`config.mk`:
```
export PLATFORM = sky130hd
export DESIGN_NAME = ball_fsm
export DESIGN_NICKNAME = d
export VERILOG_FILES = /design/src/rtl/ball_fsm.sv
export SDC_FILE = /design/constraint.sdc
export NUM_CORES = 1
export LEC_CHECK = 0
export CAP_MARGIN = 20
export CORE_UTILIZATION = 30
export DETAILED_ROUTE_END_ITERATION = 7
export HOLD_SLACK_MARGIN = 0.05
export PLACE_DENSITY_LB_ADDON = 0.25
export SYNTH_ARGS = -nofsm -noshare
export SYNTH_HDL_FRONTEND = slang
export SYNTH_SLANG_ARGS = --single-unit
```
`constraint.sdc`:
```
create_clock -name clock -period 8.3 [get_ports clock]
set_input_delay 0.83 -clock clock [delete_from_list [all_inputs] [get_ports clock]]
set_output_delay 0.83 -clock clock [all_outputs]
set_load 0.02 [all_outputs]
```
`src/rtl/ball_fsm.sv`:
```
// Ball controller for the 160x120 paddle game: one-pixel ball stepped diagonally,
// drawn as a white/black colour pair for the shared VGA plot path.
module ball_fsm #(
    parameter int MOVE_CYCLES  = 1000000,
    parameter int ERASE_CYCLES = 40002,
    parameter int START_X      = 80,
    parameter int START_Y      = 60,
    parameter int X_MAX        = 159,
    parameter int PADDLE_Y     = 116,
    parameter int PADDLE_W     = 16,
    parameter int Y_LOSE       = 118
) (
    input  logic       clock,
    input  logic       resetn,
    input  logic       start,
    input  logic [7:0] paddle_X,
    output logic [7:0] ballX,
    output logic [6:0] ballY,
    output logic [2:0] colour,
    output logic       gameOver
);

    localparam int CMAX = (MOVE_CYCLES > ERASE_CYCLES) ? MOVE_CYCLES : ERASE_CYCLES;
    localparam int TWC  = $clog2(CMAX + 1);
    localparam int TW   = (TWC < 20) ? 20 : TWC;

    localparam logic [TW-1:0] MOVE_LAST  = TW'(MOVE_CYCLES - 1);
    localparam logic [TW-1:0] ERASE_LAST = TW'(ERASE_CYCLES - 1);
    localparam logic [7:0]    X_START    = 8'(START_X);
    localparam logic [6:0]    Y_START    = 7'(START_Y);
    localparam logic [7:0]    X_EDGE     = 8'(X_MAX);
    localparam logic [6:0]    Y_HIT      = 7'(PADDLE_Y - 1);
    localparam logic [6:0]    Y_END      = 7'(Y_LOSE);
    localparam logic [8:0]    PAD_SPAN   = 9'(PADDLE_W - 1);
    localparam logic [2:0]    WHITE      = 3'b111;
    localparam logic [2:0]    BLACK      = 3'b000;

    typedef enum logic [1:0] {IDLE, DRAW, ERASE, OVER} state_t;

    state_t        state;
    logic [TW-1:0] timer;
    logic          dx_left;   // 1: moving towards x=0
    logic          dy_up;     // 1: moving towards y=0

    logic          nx_left;
    logic          nx_up;
    logic          hit;
    logic [7:0]    nx_x;
    logic [6:0]    nx_y;
    logic [8:0]    x9;
    logic [8:0]    pad_lo;
    logic [8:0]    pad_hi;

    // Next direction and position from the current ones; walls and paddle can
    // reflect both axes in the same step.
    always_comb begin
        x9     = {1'b0, ballX};
        pad_lo = {1'b0, paddle_X};
        pad_hi = pad_lo + PAD_SPAN;
        hit    = !dy_up && (ballY == Y_HIT) && (x9 >= pad_lo) && (x9 <= pad_hi);

        nx_left = dx_left;
        if (!dx_left && ballX == X_EDGE)
            nx_left = 1'b1;
        else if (dx_left && ballX == 8'd0)
            nx_left = 1'b0;
        nx_x = nx_left ? ballX - 8'd1 : ballX + 8'd1;

        nx_up = dy_up;
        if (dy_up && ballY == 7'd0)
            nx_up = 1'b0;
        else if (hit)
            nx_up = 1'b1;
        nx_y = nx_up ? ballY - 7'd1 : ballY + 7'd1;
    end

    always_ff @(posedge clock) begin
        if (!resetn) begin
            state    <= IDLE;
            timer    <= '0;
            ballX    <= X_START;
            ballY    <= Y_START;
            colour   <= WHITE;
            gameOver <= 1'b0;
            dx_left  <= 1'b0;
            dy_up    <= 1'b1;
        end else begin
            case (state)
                IDLE: begin
                    colour <= WHITE;
                    if (!start) begin
                        timer <= '0;
                        state <= DRAW;
                    end
                end
                DRAW: begin
                    if (timer == MOVE_LAST) begin
                        timer  <= '0;
                        colour <= BLACK;
                        state  <= ERASE;
                    end else begin
                        timer  <= timer + TW'(1);
                        colour <= WHITE;
                    end
                end
                ERASE: begin
                    if (timer == ERASE_LAST) begin
                        dx_left <= nx_left;
                        dy_up   <= nx_up;
                        ballX   <= nx_x;
                        ballY   <= nx_y;
                        colour  <= WHITE;
                        timer   <= '0;
                        if (nx_y == Y_END) begin
                            gameOver <= 1'b1;
                            state    <= OVER;
                        end else begin
                            state <= DRAW;
                        end
                    end else begin
                        timer  <= timer + TW'(1);
                        colour <= BLACK;
                    end
                end
                OVER: begin
                    gameOver <= 1'b1;
                    colour   <= WHITE;
                end
                default: state <= IDLE;
            endcase
        end
    end

endmodule

```
# Word-level counts from Yosys, hierarchy flattened
# Cells that the tools add are included.
# word_totals
ff_bits	43
in_bits	11
out_inout_bits	19
elab_cells	67
# op_classes
n_addsub	6
magnitude_cmp	2
n_eq_ne	12
muxes	21
n_reduce_logical	18
# op_table
cell	n
$mux 20	3
$pmux 20 s3	1
$add 20x1->20 const B	1
$eq 20x16->1 const B	1
$eq 20x20->1 const B	1
$eq 7x7->1 const B	2
$add 8x4->9 const B	1
$le 8x9->1	1
$pmux 3 s3	1
$add 8x1->8 const B	1
$eq 8x8->1 const B	1
$ge 8x8->1	1
$logic_not 8->1	1
$mux 2	4
$mux 8	1
$ne 2x2->1 const B	4
$sub 8x1->8 const B	1
$add 7x1->7 const B	1
$logic_not 7->1	1
$mux 7	1
$sub 7x1->7 const B	1
$logic_and 1x1->1	6
$mux 1	6
$mux 3	2
12 further kinds	15

# Logic depth before layout (Yosys ltp)
# Gate-level depths: netlist of the first run.
# logic_depth
depth_word	11
depth_mapped	20
depth_no_buf	20

# Worst setup path before layout of the first run
# OpenSTA, ideal clock, no wires.
# synth_path
kind	input-to-reg
start	in paddle_X[0]
end	reg gameOver
setup_time_ns	0.059
arrival_time_ns	4.931
required_time_ns	8.241
slack_ns	3.309
path_stages	20
path_buffers	0
cell_sequence	inv_1 -> ha_1 -> nor3b_1 -> nor3_1 -> xnor2_1 -> ha_1 -> a21o_1 -> a21oi_1 -> o2111ai_1 -> a311oi_1 -> nor2_1 -> inv_1 -> ha_1 -> nor2b_4 -> o311a_1 -> or3_1 -> o311a_2 -> or4b_4 -> a31oi_1 -> o31a_1
# synth_between
elab_chain_cells	9
word_cells_on_any_way	11
classes_between	add/sub (1); order compare (2); eq/ne (2); mux (3); reduce/logical (3)
# synth_rtl
element	line_no	source
start: declaration	16	input logic [7:0] paddle_X,
$add 8x4->9 or $ge 8x8->1 (tied branches)	59, 60	
$le 8x9->1 or $logic_and 1x1->1 (tied branches)	60	hit = !dy_up && (ballY == Y_HIT) && (x9 >= pad_lo) && (x9 <= pad_hi);
$logic_and 1x1->1 *	60	
$mux 1 *	72	else if (hit)
$mux 1 *	70	if (dy_up && ballY == 7'd0)
via nx_up	46	logic nx_up;
$mux 7 *	74	nx_y = nx_up ? ballY - 7'd1 : ballY + 7'd1;
$eq 7x7->1 *	114	if (nx_y == Y_END) begin
$ne 2x2->1 (no source line) *	n/a	
$reduce_and 3->1 (no source line) *	n/a	
end signal: assignment	84	gameOver <= 1'b0;
end signal: assignment	115	gameOver <= 1'b1;
end signal: assignment	126	gameOver <= 1'b1;
end: declaration	20	output logic gameOver
# Mark *: on every way through the listed nets, which the timed path passes. The rest lies on a longest branch.
# A chain may end at the register's enable or synchronous reset.

# Worst setup path after layout of the first run
# Same ends and word-level chain as after synthesis.

==> results of run 1 <==
## routing by layer
| layer | track usage | wire length [µm] |
|---|---|---|
| met4 | 0.0418 | 110 |
| met3 | 0.0233 | 218 |
| met2 | 0.233 | 3160 |
| met1 | 0.180 | 3340 |
| met5 | 0 | 0 |
## worst register-to-register path, cell delays in order (launching register included)
cell	delay [ns]
dfxtp_1	0.48
ha_1	0.30
a211o_1	0.29
o211ai_1	0.10
o2111ai_1	0.13
a311oi_1	0.54
nor2_1	0.20
inv_1	0.21
ha_1	0.31
nor2b_4	0.14
o311a_1	0.32
or3_1	0.35
o311a_2	0.16
or4b_4	0.50
a21boi_0	0.19
o31a_1	0.13
## through the flow
step	hold slack, ns	instance area (µm²)	cells	power [µW]
final	0.511	3560	527	461
after global routing	0.543	3560	527	487
after CTS	0.515	3530	526	468
after detailed placement	0.504	3420	518	297
after global placement	0.494	3420	518	297
after floorplan	0.466	3000	364	271
## synth_stat cells, types with 3 or more instances
master    count
a21o_1        4
a21oi_1      16
and2_1        7
buf_2         4
clkbuf_1      3
dfxtp_1      41
ha_1         36
inv_1        28
mux2i_1       4
nand2_1      32
nand3_1      13
nand3b_1      3
nand4_1       8
nor2_1       37
nor2b_1       5
nor3_1       13
nor4_1        4
o211a_1       3
o211ai_1      8
o21ai_0      13
o31ai_1       3
xnor2_1      19
xor2_1       13
## kinds of logic (layout without fill, tap and decap cells)
group | after synthesis | after routing
muxes | 4 | 4
AOI/OAI and AO/OA | 68 | 68
xor gates and xnor gates | 32 | 32
DFF | 41 | 41
adders and majority gates | 38 | 38
and+or+nand+nor | 144 | 144
buffers and inverters | 37 | 67
## sequential cells by signal (all words and copies together), names as in the netlist
signal and flops:
timer 20, ballX 8, ballY 7, dy_up 1, dx_left 1, colour 1, gameOver 1, state 2
## power breakdown
group	internal, µW	switching [µW]
combinational	36.8	47.8
sequential	202	6.01
clock	98.1	70.6
## layout make-up
cell class	instances	area [µm²]	share of cell area
multi-input cells	286	2030	0.569
flip-flops and latches	41	821	0.230
repair buffers	31	325	0.0913
well taps	133	166	0.0467
inverters	28	105	0.0295
clock buffers	7	86.3	0.0242
clock inverters	1	30.0	0.00843
## final timing paths
kind	from	endpoint	slack, ns	depth (start not counted)
max	paddle_X[0]	gameOver	2.54	21
min	dy_up	dy_up	0.51	2
max reg2reg	ballX[2]	gameOver	3.87	15
min reg2reg	dy_up	dy_up	0.51	2
==> results by group, run 1 <==
STA
  • # setup viols final: 0
  • Peak Freq: 174 MHz
  • Clk_skew: 0.00340 ns
  • Slew @ Worst Pin: 0.878 ns
  • Setup slack after layout: 2.54 ns
  • Max-slew violations: 0
  • RSZ-0062 raised after global routing: false
  • Setup TNS Final: 0 ns
  • Final Cycle Share: 0.694
  • Slew headroom: 0.413
  • Fin crit period: 5.76 ns
  • Hold Fails Final Rpt: 0

Synthesis
  • Compound-cell area share of the yosys netlist: 0.155
  • Post-synth EDFFs: 0
  • Simple-gate share of the synthesized area: 0.251
  • Unique cell type count in the Yosys netlist: 59
  • Syn avg cell area: 8.24 µm²
  • Cells after Synth: 364
  • Register area share after synthesis: 0.274
  • Mux cell area share after synthesis: 0.0133
  • Synth Area in Adders: 0.163
  • Number of synthesized register bits: 41
  • Synth area leaders: dfxtp_1 (27%), ha_1 (15%), xnor2_1 (5.5%), nor2_1 (4.6%), nand2_1 (4.0%)
  • Synthesized area: 3000 µm²
  • Top cell type by total area after synthesis: dfxtp_1
  • Yosys warns: 0
  • Net count after synthesis: 413
  • Asr flop ratio synth: 0
  • Post-synth top area share: 0.274
  • Area share of xor/xnor cells in the synthesized design: 0.0934
  • Combinational family with the most area after synthesis: simple AND/OR/NAND/NOR gates
  • Ys flop type: dfxtp_1

Setup path
  • Cells along the critical path: clkdlybuf4s50_1 > inv_1 > ha_1 > nor3b_1 > nor3_1 > xnor2_1 > ha_1 > a21o_1 > a21oi_1 > o2111ai_1 > a311oi_1 > nor2_1 > inv_1 > ha_1 > nor2b_4 > o311a_1 > or3_1 > o311a_2 > or4b_4 > a21boi_0 > o31a_1
  • Worst Path Arrival: 6.00 ns
  • Delay-heaviest family, CP: compound AO/OA/AOI/OAI gates
  • Worst setup path category: in -> reg
  • Setup crit start kind: primary input
  • Critical Path Max Stage Delay: 0.54 ns
  • Crit path buf inv count: 3
  • Req. time, crit path: 8.54 ns
  • Highest-delay cell along the critical path: a311oi_1
  • Crit end category: register
  • Max FO, Critical Path: 5
  • Most used cell, CP: ha_1

Clock tree
  • Hold buffers post-CTS: 0
  • CTS tree: done
  • H-tree lvl count: 2
  • Max Buffers Root-to-Sink: 2
  • TritonCTS Sinks: 41
  • Clk slew on worst S/H paths: 0.08 ns
  • Total CTS buffers: 5
  • CTS resizes: 0
  • Post-CTS setup buffer count: 0
  • Worst-Skew Late Latency: 0.29 ns
  • Root Buffer: clkbuf_8

Die
  • Rows: 36
  • Die ar.: 10,400 µm²
  • I/O pins: 30
  • Die Height: 102 µm
  • Die Wd: 102 µm
  • Initial Utilization: 0.308
  • Core area: 9730 µm²

Cells and area
  • Most frequent cells in the layout: dfxtp_1 (41), nor2_1 (37), ha_1 (36), nand2_1 (32), clkdlybuf4s50_1 (29)
  • Diodes inserted: 0
  • Area grow syn2layout: 18.7%
  • Fillers: 1,014
  • Fraction of layout cells with a size suffix above 1: 0.0406
  • Nets: 442
  • Commonest non-fill, non-tap cell in the layout: dfxtp_1
  • Core Util, Final: 0.366

Detailed routing
  • DRT antenna net count: 0
  • WL final: 6830 µm
  • Pre-Repair DR Iteration Count: 4
  • DRC marker count from the first detailed-route iteration: 77
  • DR vias: 2,597
  • Remaining DRCs: 0
  • Wire per inst: 13.0 µm
  • Drt via density: 4.93

Global routing
  • Antenna violations before repair: 0
  • GRT overflow: 0
  • GRT Total Usage: 0.138
  • Largest net degree at the start of global routing: 30
  • Vias in the first global route: 2,443
  • First-pass GRT wire length: 11,400 µm

Place
  • Post-detail-place hpwl: 5130 µm
  • DP Worst Slack: 2.26 ns
  • GP Congestion: 0.846
  • Number of port buffers: 29

Power and ir drop
  • PwrDens: 129 nW/µm²
  • Leak: 0.00143 µW
  • Peak supply drop: 0.0831 mV

Hold path
  • Worst Hold Class: reg -> reg

Status
  • Status: completed

Run
  • Max cap viols: 0
(Power assumes the default switching activity.)
==> inputs of run 2 (changes only) <==
- clock period: 8.3 -> 5.8 ns (I/O delays scaled with it)
==> results by group, run 2 (synthesized netlist as in run 1, its figures left out) <==
STA
  • Slew @ Worst Pin: 1.02 ns (+0.139 ns)
  • Final Cycle Share: 0.923
  • # setup viols final: 0 (unchanged)
  • Hold Fails Final Rpt: 0 (unchanged)
  • Fin crit period: 5.35 ns
  • Slew headroom: 0.320 (-0.0927)
  • Clk_skew: 0.0113 ns (+0.00794 ns)
  • RSZ-0062 raised after global routing: false
  • Max-slew violations: 0 (unchanged)
  • Peak Freq: 187 MHz
  • Final hold slack: 0.503 ns (-0.00716 ns)
  • Setup TNS Final: 0 ns (unchanged)

Detailed routing
  • Pre-Repair DR Iteration Count: 4 (unchanged)
  • Met3 wire len: 194 µm (-11%)
  • WL met2: 2950 µm (-6.5%)
  • Drt via density: 4.84 (-1.8%)
  • Top Metal Used: met4
  • Remaining DRCs: 0 (unchanged)
  • DRT antenna net count: 0 (unchanged)
  • DR vias: 2,551 (-1.8%)
  • DRC marker count from the first detailed-route iteration: 72 (-6.5%)
  • Wire per inst: 12.6 µm (-2.7%)
  • WL final: 6640 µm (-2.7%)
  • Met1 WL: 3410 µm (+2.1%)

Setup path
  • Crit path buf inv count: 4 (+1)
  • Req. time, crit path: 6.04 ns (-2.50 ns)
  • Worst setup path category: in -> reg
  • Delay-heaviest family, CP: compound AO/OA/AOI/OAI gates
  • R2R depth: 17 (+2)
  • Most used cell, CP: ha_1
  • Crit end category: register
  • Critical Path Max Stage Delay: 0.53 ns (about the same)
  • Max FO, Critical Path: 5 (unchanged)
  • FF-to-FF Start: ballX[0]
  • Setup crit start kind: primary input
  • Worst Path Arrival: 5.60 ns (-0.40 ns)
  • Cells along the critical path: clkdlybuf4s50_1 > inv_1 > ha_1 > nor3b_1 > nor3_2 > xnor2_1 > ha_1 > a21o_1 > a21oi_1 > o2111ai_1 > a311oi_1 > buf_4 > nor2_1 > inv_1 > ha_1 > a211oi_2 > o211a_1 > a2111oi_0 > nor4_1 > or4b_4 > a31oi_1 > o31a_1
  • R2r setup slk: 1.48 ns (-2.39 ns)
  • Highest-delay cell along the critical path: or4b_4
  • Worst R2R End: gameOver

Power and ir drop
  • PwrDens: 184 nW/µm² (+42%)
  • Total power: 653 µW (+42%)
  • Peak supply drop: 0.146 mV (+75%)
  • Leak: 0.00142 µW (-0.82%)

Cells and area
  • Most frequent cells in the layout: dfxtp_1 (41), nor2_1 (37), ha_1 (36), nand2_1 (32), clkdlybuf4s50_1 (29)
  • Post-Layout Cell Count: 527 (unchanged)
  • Diodes inserted: 0 (unchanged)
  • Reg with most FFs: timer
  • Commonest non-fill, non-tap cell in the layout: dfxtp_1
  • Fraction of layout cells with a size suffix above 1: 0.0457 (+0.00508)
  • Area grow syn2layout: 18.2%
  • Fillers: 1,036 (+2.2%)
  • Largest regs: timer (20), ballX (8), ballY (7)
  • Largest register FFs: 20 (unchanged)
  • Nets: 442 (unchanged)

Die
  • Die Wd: 102 µm (unchanged)
  • Core area: 9730 µm² (unchanged)
  • Die Height: 102 µm (unchanged)
  • Initial Utilization: 0.308 (unchanged)
  • Die ar.: 10,400 µm² (unchanged)
  • Rows: 36 (unchanged)
  • I/O pins: 30 (unchanged)

Hold path
  • Hold Path End: timer[11]
  • Worst Hold Class: reg -> reg
  • WHS Path Cells: 2 (unchanged)
  • Min-delay src: timer[11]

Clock tree
  • CTS tree: done
  • CTS resizes: 0 (unchanged)
  • TritonCTS Sinks: 41 (unchanged)
  • Worst-Skew Late Latency: 0.30 ns (about the same)
  • Post-CTS setup buffer count: 0 (unchanged)
  • Max Buffers Root-to-Sink: 2 (unchanged)
  • Root Buffer: clkbuf_8
  • Total CTS buffers: 5 (unchanged)
  • Clk slew on worst S/H paths: 0.09 ns (about the same)
  • Hold buffers post-CTS: 0 (unchanged)
  • H-tree lvl count: 2 (unchanged)

Global routing
  • First-pass GRT wire length: 11,100 µm (-2.7%)
  • Antenna violations before repair: 0 (unchanged)
  • Vias in the first global route: 2,345 (-4.0%)
  • Largest net degree at the start of global routing: 30 (unchanged)
  • GRT Total Usage: 0.135 (-0.00360)
  • GRT overflow: 0 (unchanged)

Status
  • Status: completed

Place
  • Post-detail-place hpwl: 4970 µm (-3.2%)
  • Number of port buffers: 29 (unchanged)
  • Placed insts: 519 (+0.19%)
  • GP Congestion: 0.877 (+3.7%)

Run
  • Max cap viols: 0 (unchanged)
==> run 2: cell types whose count changed in the layout (fill, tap and decap cells not counted) <==
cell / change
buf_4: +1
clkbuf_8: -1
clkinv_4: +1
nor3_1: -1
buf_16: -1
clkinvlp_4: +1
nor3_2: +1
clkbuf_1: -1
==> run 2: worst max-delay path by stage <==
stage	start	end	depth (start not counted)
2_1_floorplan	paddle_X[0]	gameOver	20
6_report	paddle_X[0]	gameOver	22
5_1_grt	paddle_X[0]	gameOver	22
4_1_cts	paddle_X[0]	gameOver	22
3_5_place_dp	paddle_X[0]	gameOver	22
3_3_place_gp	paddle_X[0]	gameOver	22
==> run 2: worst register-to-register path: stages, from the launching register on <==
cell and delay [ns]:
dfxtp_1 0.44, inv_1 0.13, ha_1 0.32, and3b_1 0.16, o21ai_0 0.24, a21oi_1 0.12, a311oi_1 0.25, buf_4 0.18
nor2_1 0.09, inv_1 0.19, ha_1 0.28, a211oi_2 0.32, o211a_1 0.19, a2111oi_0 0.08, nor4_1 0.43, or4b_4 0.53
a31oi_1 0.18, o31a_1 0.14
==> run 2: routing by layer <==
metal | track usage | vias up
met5 | 0 | -
met4 | 0.0396 | 0
met3 | 0.0212 | 6
met2 | 0.214 | 31
met1 | 0.188 | 1169
li1 | - | 1345
==> run 2: stage by stage <==
step	setup WS, ns	area [µm²]	utilization
global route	0.0378	3550	0.364
global placement	0.360	3430	0.352
finish	0.445	3550	0.364
detailed placement	0.134	3430	0.352
CTS	0.412	3540	0.364
floorplan	1.06	3000	-
==> run 2: area by class of cell <==
class,count,area [µm²],area share
repair buffers,31,305,0.0861
clock buffers,5,68.8,0.0194
well taps,133,166,0.0469
multi-input cells,286,2030,0.573
inverters,28,105,0.0296
flip-flops and latches,41,821,0.231
clock inverters,3,46.3,0.0131
==> run 2: power breakdown <==
part           switching, µW  internal [µW]  total (µW)
Clock                    106            129         235
Combinational           67.9           52.5         120
Sequential              8.65            289         298
